<file path="src/rtl/pk_poci.sv">
// pk_poci: POCI bus addresses plus LED scroller state type and 7-segment encoder.
package pk_poci;
   localparam logic [31:0] addr_hex  = 32'h0000_0010;
   localparam logic [31:0] addr_ledg = 32'h0000_0014;
   typedef enum logic [2:0] {
      IDLE, WAIT, HEX_SETUP, HEX_ACCESS, RD_SETUP, RD_ACCESS, LED_SETUP, LED_ACCESS
   } led_scroll_state_t;
   // Segment bit0 = a ... bit6 = g, active-high.
   function automatic logic [6:0] seg7_encode(input logic [3:0] d);
      case (d)
         4'h0: return 7'h3F;
         4'h1: return 7'h06;
         4'h2: return 7'h5B;
         4'h3: return 7'h4F;
         4'h4: return 7'h66;
         4'h5: return 7'h6D;
         4'h6: return 7'h7D;
         4'h7: return 7'h07;
         4'h8: return 7'h7F;
         4'h9: return 7'h6F;
         4'hA: return 7'h77;
         4'hB: return 7'h7C;
         4'hC: return 7'h39;
         4'hD: return 7'h5E;
         4'hE: return 7'h79;
         default: return 7'h71;
      endcase
   endfunction
endpackage

</file>
<file path="src/rtl/led_scroll_word.sv">
// led_scroll_word: builds the 4-digit HEX register word for scroll position p.
module led_scroll_word
   import pk_poci::*;
(
   input  logic [31:0] msg,
   input  logic [2:0]  p,
   output logic [31:0] word
);
   for (genvar k = 0; k < 4; k++) begin : g_dig
      logic [2:0] idx;
      assign idx = p + 3'(k);
      assign word[8*k +: 8] = {1'b0, seg7_encode(msg[{idx, 2'b00} +: 4])};
   end
endmodule

</file>
<file path="src/rtl/poci_led_scroller.sv">
// poci_led_scroller: POCI master scrolling an 8-nibble message over the 7-segment digits.
module poci_led_scroller
   import pk_poci::*;
#(
   parameter int TICK_DIV = 50_000_000
) (
   input  logic        pclk,
   input  logic        presetn,
   input  logic        run,
   input  logic [31:0] msg,
   output logic [31:0] paddr,
   output logic        psel,
   output logic        penable,
   output logic        pwrite,
   output logic [31:0] pwdata,
   input  logic [31:0] prdata,
   input  logic        pready,
   input  logic        pslverr,
   output logic [2:0]  pos,
   output logic        busy,
   output logic        err
);
   localparam int CW = $clog2(TICK_DIV);
   if (TICK_DIV < 16) begin : g_tick_chk
      $error("TICK_DIV must be >= 16");
   end
   led_scroll_state_t st;
   logic [CW-1:0] cnt;
   logic tick, start;
   logic [2:0] wp;
   logic [31:0] word;
   assign wp = (st == IDLE) ? 3'd0 : pos;
   assign start = run && (st == IDLE || (st == WAIT && tick));
   led_scroll_word u_word (.msg(msg), .p(wp), .word(word));
   // tick marks the cycle after the terminal count; pos is already advanced there.
   always_ff @(posedge pclk or negedge presetn) begin
      if (!presetn) begin
         st      <= IDLE;
         cnt     <= '0;
         tick    <= 1'b0;
         pos     <= 3'd0;
         busy    <= 1'b0;
         err     <= 1'b0;
         paddr   <= '0;
         pwdata  <= '0;
         psel    <= 1'b0;
         penable <= 1'b0;
         pwrite  <= 1'b0;
      end else if (start) begin
         st     <= HEX_SETUP;
         tick   <= 1'b0;
         cnt    <= '0;
         pos    <= wp;
         busy   <= 1'b1;
         psel   <= 1'b1;
         pwrite <= 1'b1;
         paddr  <= addr_hex;
         pwdata <= word;
      end else begin
         case (st)
            IDLE: if (!run) err <= 1'b0;
            WAIT:
               if (!run) begin
                  st   <= IDLE;
                  cnt  <= '0;
                  tick <= 1'b0;
               end else if (cnt == CW'(TICK_DIV - 1)) begin
                  tick <= 1'b1;
                  cnt  <= '0;
                  pos  <= pos + 3'd1;
               end else cnt <= cnt + 1'b1;
            HEX_SETUP, RD_SETUP, LED_SETUP: begin
               penable <= 1'b1;
               st      <= led_scroll_state_t'(st + 3'd1);
            end
            HEX_ACCESS:
               if (pready) begin
                  err     <= err | pslverr;
                  penable <= 1'b0;
                  pwrite  <= 1'b0;
                  st      <= RD_SETUP;
               end
            // pwdata still holds the HEX word during the readback.
            RD_ACCESS:
               if (pready) begin
                  err     <= err | pslverr | (prdata != pwdata);
                  penable <= 1'b0;
                  pwrite  <= 1'b1;
                  paddr   <= addr_ledg;
                  pwdata  <= {24'd0, 8'd1 << pos};
                  st      <= LED_SETUP;
               end
            LED_ACCESS:
               if (pready) begin
                  err     <= err | pslverr;
                  psel    <= 1'b0;
                  penable <= 1'b0;
                  pwrite  <= 1'b0;
                  busy    <= 1'b0;
                  cnt     <= '0;
                  st      <= run ? WAIT : IDLE;
               end
            default: st <= IDLE;
         endcase
      end
   end
endmodule

</file>
<file path="config.mk">
export PLATFORM = sky130hd
export DESIGN_NAME = poci_led_scroller
export DESIGN_NICKNAME = d
export VERILOG_FILES = /design/src/rtl/pk_poci.sv /design/src/rtl/led_scroll_word.sv /design/src/rtl/poci_led_scroller.sv
export SDC_FILE = /design/constraint.sdc
export NUM_CORES = 1
export LEC_CHECK = 0
export BUFFER_PORTS_ARGS = -buffer_cell sky130_fd_sc_hd__buf_2
export CAP_MARGIN = 20
export CORE_MARGIN = 1.5
export CORE_UTILIZATION = 60
export DETAILED_ROUTE_END_ITERATION = 10
export PLACE_DENSITY = 0.95
export RECOVER_POWER = 100
export SLEW_MARGIN = 25
export SYNTH_ARGS = -nofsm -noshare
export SYNTH_HDL_FRONTEND = slang
export SYNTH_SLANG_ARGS = --single-unit
</file>
<file path="constraint.sdc">
create_clock -name pclk -period 9.07 [get_ports pclk]
set_clock_uncertainty 0.2 [all_clocks]
set_input_delay 0.907 -clock pclk [delete_from_list [all_inputs] [get_ports pclk]]
set_output_delay 0.907 -clock pclk [all_outputs]
set_load 0.02 [all_outputs]
</file>
==> impl_results.md <==
* Status: finished with violations
* Failing checks: max-capacitance violations, max-slew violations
* Setup Buffers After CTS at 0
* Power Total at 1.39 mW
* Synth cell types at 81
* Most numerous cell in the Yosys netlist: nand2_1
* Largest net degree at the start of global routing at a little under 70
* Async S/R FF share, synth at 100%
* Post-Place Cells at 952
* Worst Path Arrival at 5.87 ns
* Layout cells sized above 1 at between 10% and 20%
* Reg-to-reg setup timing slack at roughly 3.3 ns
* CP Capture Type: flop
* Detailed Route WL at 16900 um
* Vias at 6108
* Crit share post-route at 63.7%
* Ranking of synthesized cells by area: dfrtp_1 28%, ha_1 7.4%, o21ai_0 6.4%, nand2_1 5.2%, buf_4 4.5%
* RSZ-0062 raised after global routing: no
* Worst slew pin tran at 3.63 ns
* Total track usage at between 30% and 40%
* Dominant cell type by area after synthesis: dfrtp_1
* Worst skew pair latency at between 0.3 and 0.4 ns
* Hold_buf cts at 0
* Setup violators final at 0
* Top cell type's share of synthesized area at between 20% and 30%
* Die area at between 10000 and 15000 um^2
* TritonCTS clock tree: done
* Fin. max-slew vios at 116
* Drt wl/cell at 17.4 um
* Register area share after synthesis at 27.8%
* First-pass GRT wire length at 27200 um
* Max transition margin at -142%
* Ports at 141
* Core Util, Final at 68.2%
* Worst-path clk slew at 0.07 ns
* Main synth FF type: dfrtp_1
* Cells after Synth at 746
* Final ANT Viol Nets at 0
* Finished Layout Cells at roughly 970
* DRC at 0
* Nets at 935
* Setup CP Type: reg -> reg
* Fin. Hold Viols at 0
* Pre-Repair DR Iteration Count at 6
* Worst min-delay path class: reg -> reg
* Setup TNS at 0 ns
* Clock period minus worst slack at 5.78 ns
* Ant diodes at 0
* Highest Clock Rate at 173 MHz
* Post-Synthesis Cell Area at 6130 um^2
* Starting Density at between 60 and 70%
* Placer Congestion at 1.04
* Clock Tree Buf Depth at 2
* Clock Sinks at 68
* Initial DRC Count at around 630
* FILL cells at 824
* DIE HEIGHT at 104 um
* Area grow syn2layout at 9.23%
* GRT overflow at 0
* Crit path max fanout at between 40 and 50
* Pwr dens at 207 nW/um^2
* Die W at 104 um
* H-tree levels at 3
* Top cells by count, synth: 85 x nand2_1, 78 x o21ai_0, 68 x dfrtp_1
* Yosys Warn Count at 0
* CTS buffer count at 9
* Required @ worst endpoint at 9.16 ns
* EDFF count, synth at 0
* Maximum vdd drop at 154 uV
* Root Buffer: clkbuf_8
* FP Rows at 36
* Post-CTS resize count at 0
* Initial antenna violation count at 0
* CP startpoint kind: flop
* Final HPWL DP at 12500 um
* Max cap viols at 2
* Vias in the first global route at between 5000 and 6000
* Lkg Pwr at 2.99 nW
* Synth Register Bits at 68
* CORE AREA at 9820 um^2
* Synth Area per Inst at 8.21 um^2
* Port Buffers at 107
* Vias per cell at between 6 and 7
## area by class of cell
class / count / area, um^2 / share of cell area [%]
inverters: 26 / 97.6 / 1.46
well taps: 133 / 166 / 2.49
clock buffers: 12 / 165 / 2.47
clock inverters: 3 / 45.0 / 0.673
repair buffers: 115 / 533 / 7.96
multi-input cells: 610 / 3980 / 59.5
flip-flops and latches: 68 / 1700 / 25.4
## through the flow
stage	hold WS, ns	worst slack, ns	cell area [um^2]
2_1_floorplan	0.238	5.35	6250
3_3_place_gp	0.247	4.96	6560
3_5_place_dp	0.249	4.86	6560
6_report	0.270	3.29	6690
5_1_grt	0.287	2.79	6690
4_1_cts	0.270	4.85	6770
## path summary, 6_finish.rpt
kind,cells past startpoint,end,from
max,11,pwdata[30]$_DFFE_PN0P_,pos[0]$_DFFE_PN0P_
min,1,paddr[4]$_DFFE_PN0P_,paddr[4]$_DFFE_PN0P_
max reg2reg,11,pwdata[30]$_DFFE_PN0P_,pos[0]$_DFFE_PN0P_
min reg2reg,1,paddr[4]$_DFFE_PN0P_,paddr[4]$_DFFE_PN0P_
max in group asynchronous,2,pwdata[18]$_DFFE_PN0P_,presetn
min in group asynchronous,2,cnt[14]$_DFFE_PN0P_,presetn
## worst max-delay path: stages, from the launching register on
cell and delay, ns:
dfrtp_1 0.32, clkbuf_1 1.44, nand2_1 0.87, ha_1 0.59, xnor2_1 0.28, a221o_1 0.33
a22oi_2 0.45, inv_1 0.13, ha_1 0.27, mux2_4 0.28, a221oi_1 0.40, a21o_1 0.12
## kinds of logic (layout without fill, tap and decap cells)
| kind of cell | Yosys count | in the layout | synth area share (%) |
|---|---|---|---|
| buffers and inverters | 100 | 156 | 8.90 |
| flip-flops | 68 | 68 | 27.8 |
| AO/OA/AOI/OAI | 221 | 221 | 23.6 |
| XOR/XNOR | 33 | 33 | 5.15 |
| AND/OR/NAND/NOR | 251 | 251 | 20.1 |
| other | 1 | 33 | 0.0612 |
| adder cells (fa/ha/maj) | 36 | 36 | 7.35 |
| multiplexers | 36 | 36 | 7.11 |
## sequential cells by signal, summed over array words and instances, names as in the netlist
register	count
pwdata	29
cnt	26
pos	3
st	3
paddr	2
busy	1
err	1
penable	1
pwrite	1
tick	1
## cells in the final DEF, fill, tap and decap left out, drive strengths merged, types with 9 or more instances in the layout
master	Yosys	final
dfrtp	68	68
a31oi	11	11
mux2i	24	24
o22ai	10	10
a211oi	9	9
ha	36	36
nor3	9	9
nor4	10	10
a21oi	39	39
nor2b	12	12
a22o	9	9
nor2	44	44
conb	1	33
nand2	87	87
buf	54	73
o21ai	84	84
inv	26	26
nand3	30	30
xor2	31	31
nand4	11	11
clkbuf	20	54
nand2b	11	11
and3	12	12
## per-layer routing
metal	GRT usage (%)	vias up	part of all wire, %
met5	0	-	0
met3	9.15	57	11
met4	10.2	0	2.9
li1	-	2809	-
met2	48.0	354	45
met1	41.3	2888	41
## where the power goes
group	switching, mW	internal [mW]	total [mW]	leakage, nW
sequential	0.0882	0.379	0.467	0.866
combinational	0.441	0.213	0.654	2.02
clock	0.119	0.148	0.267	0.101
total	0.648	0.740	1.39	2.99
Power figures use the tool's default switching activity.
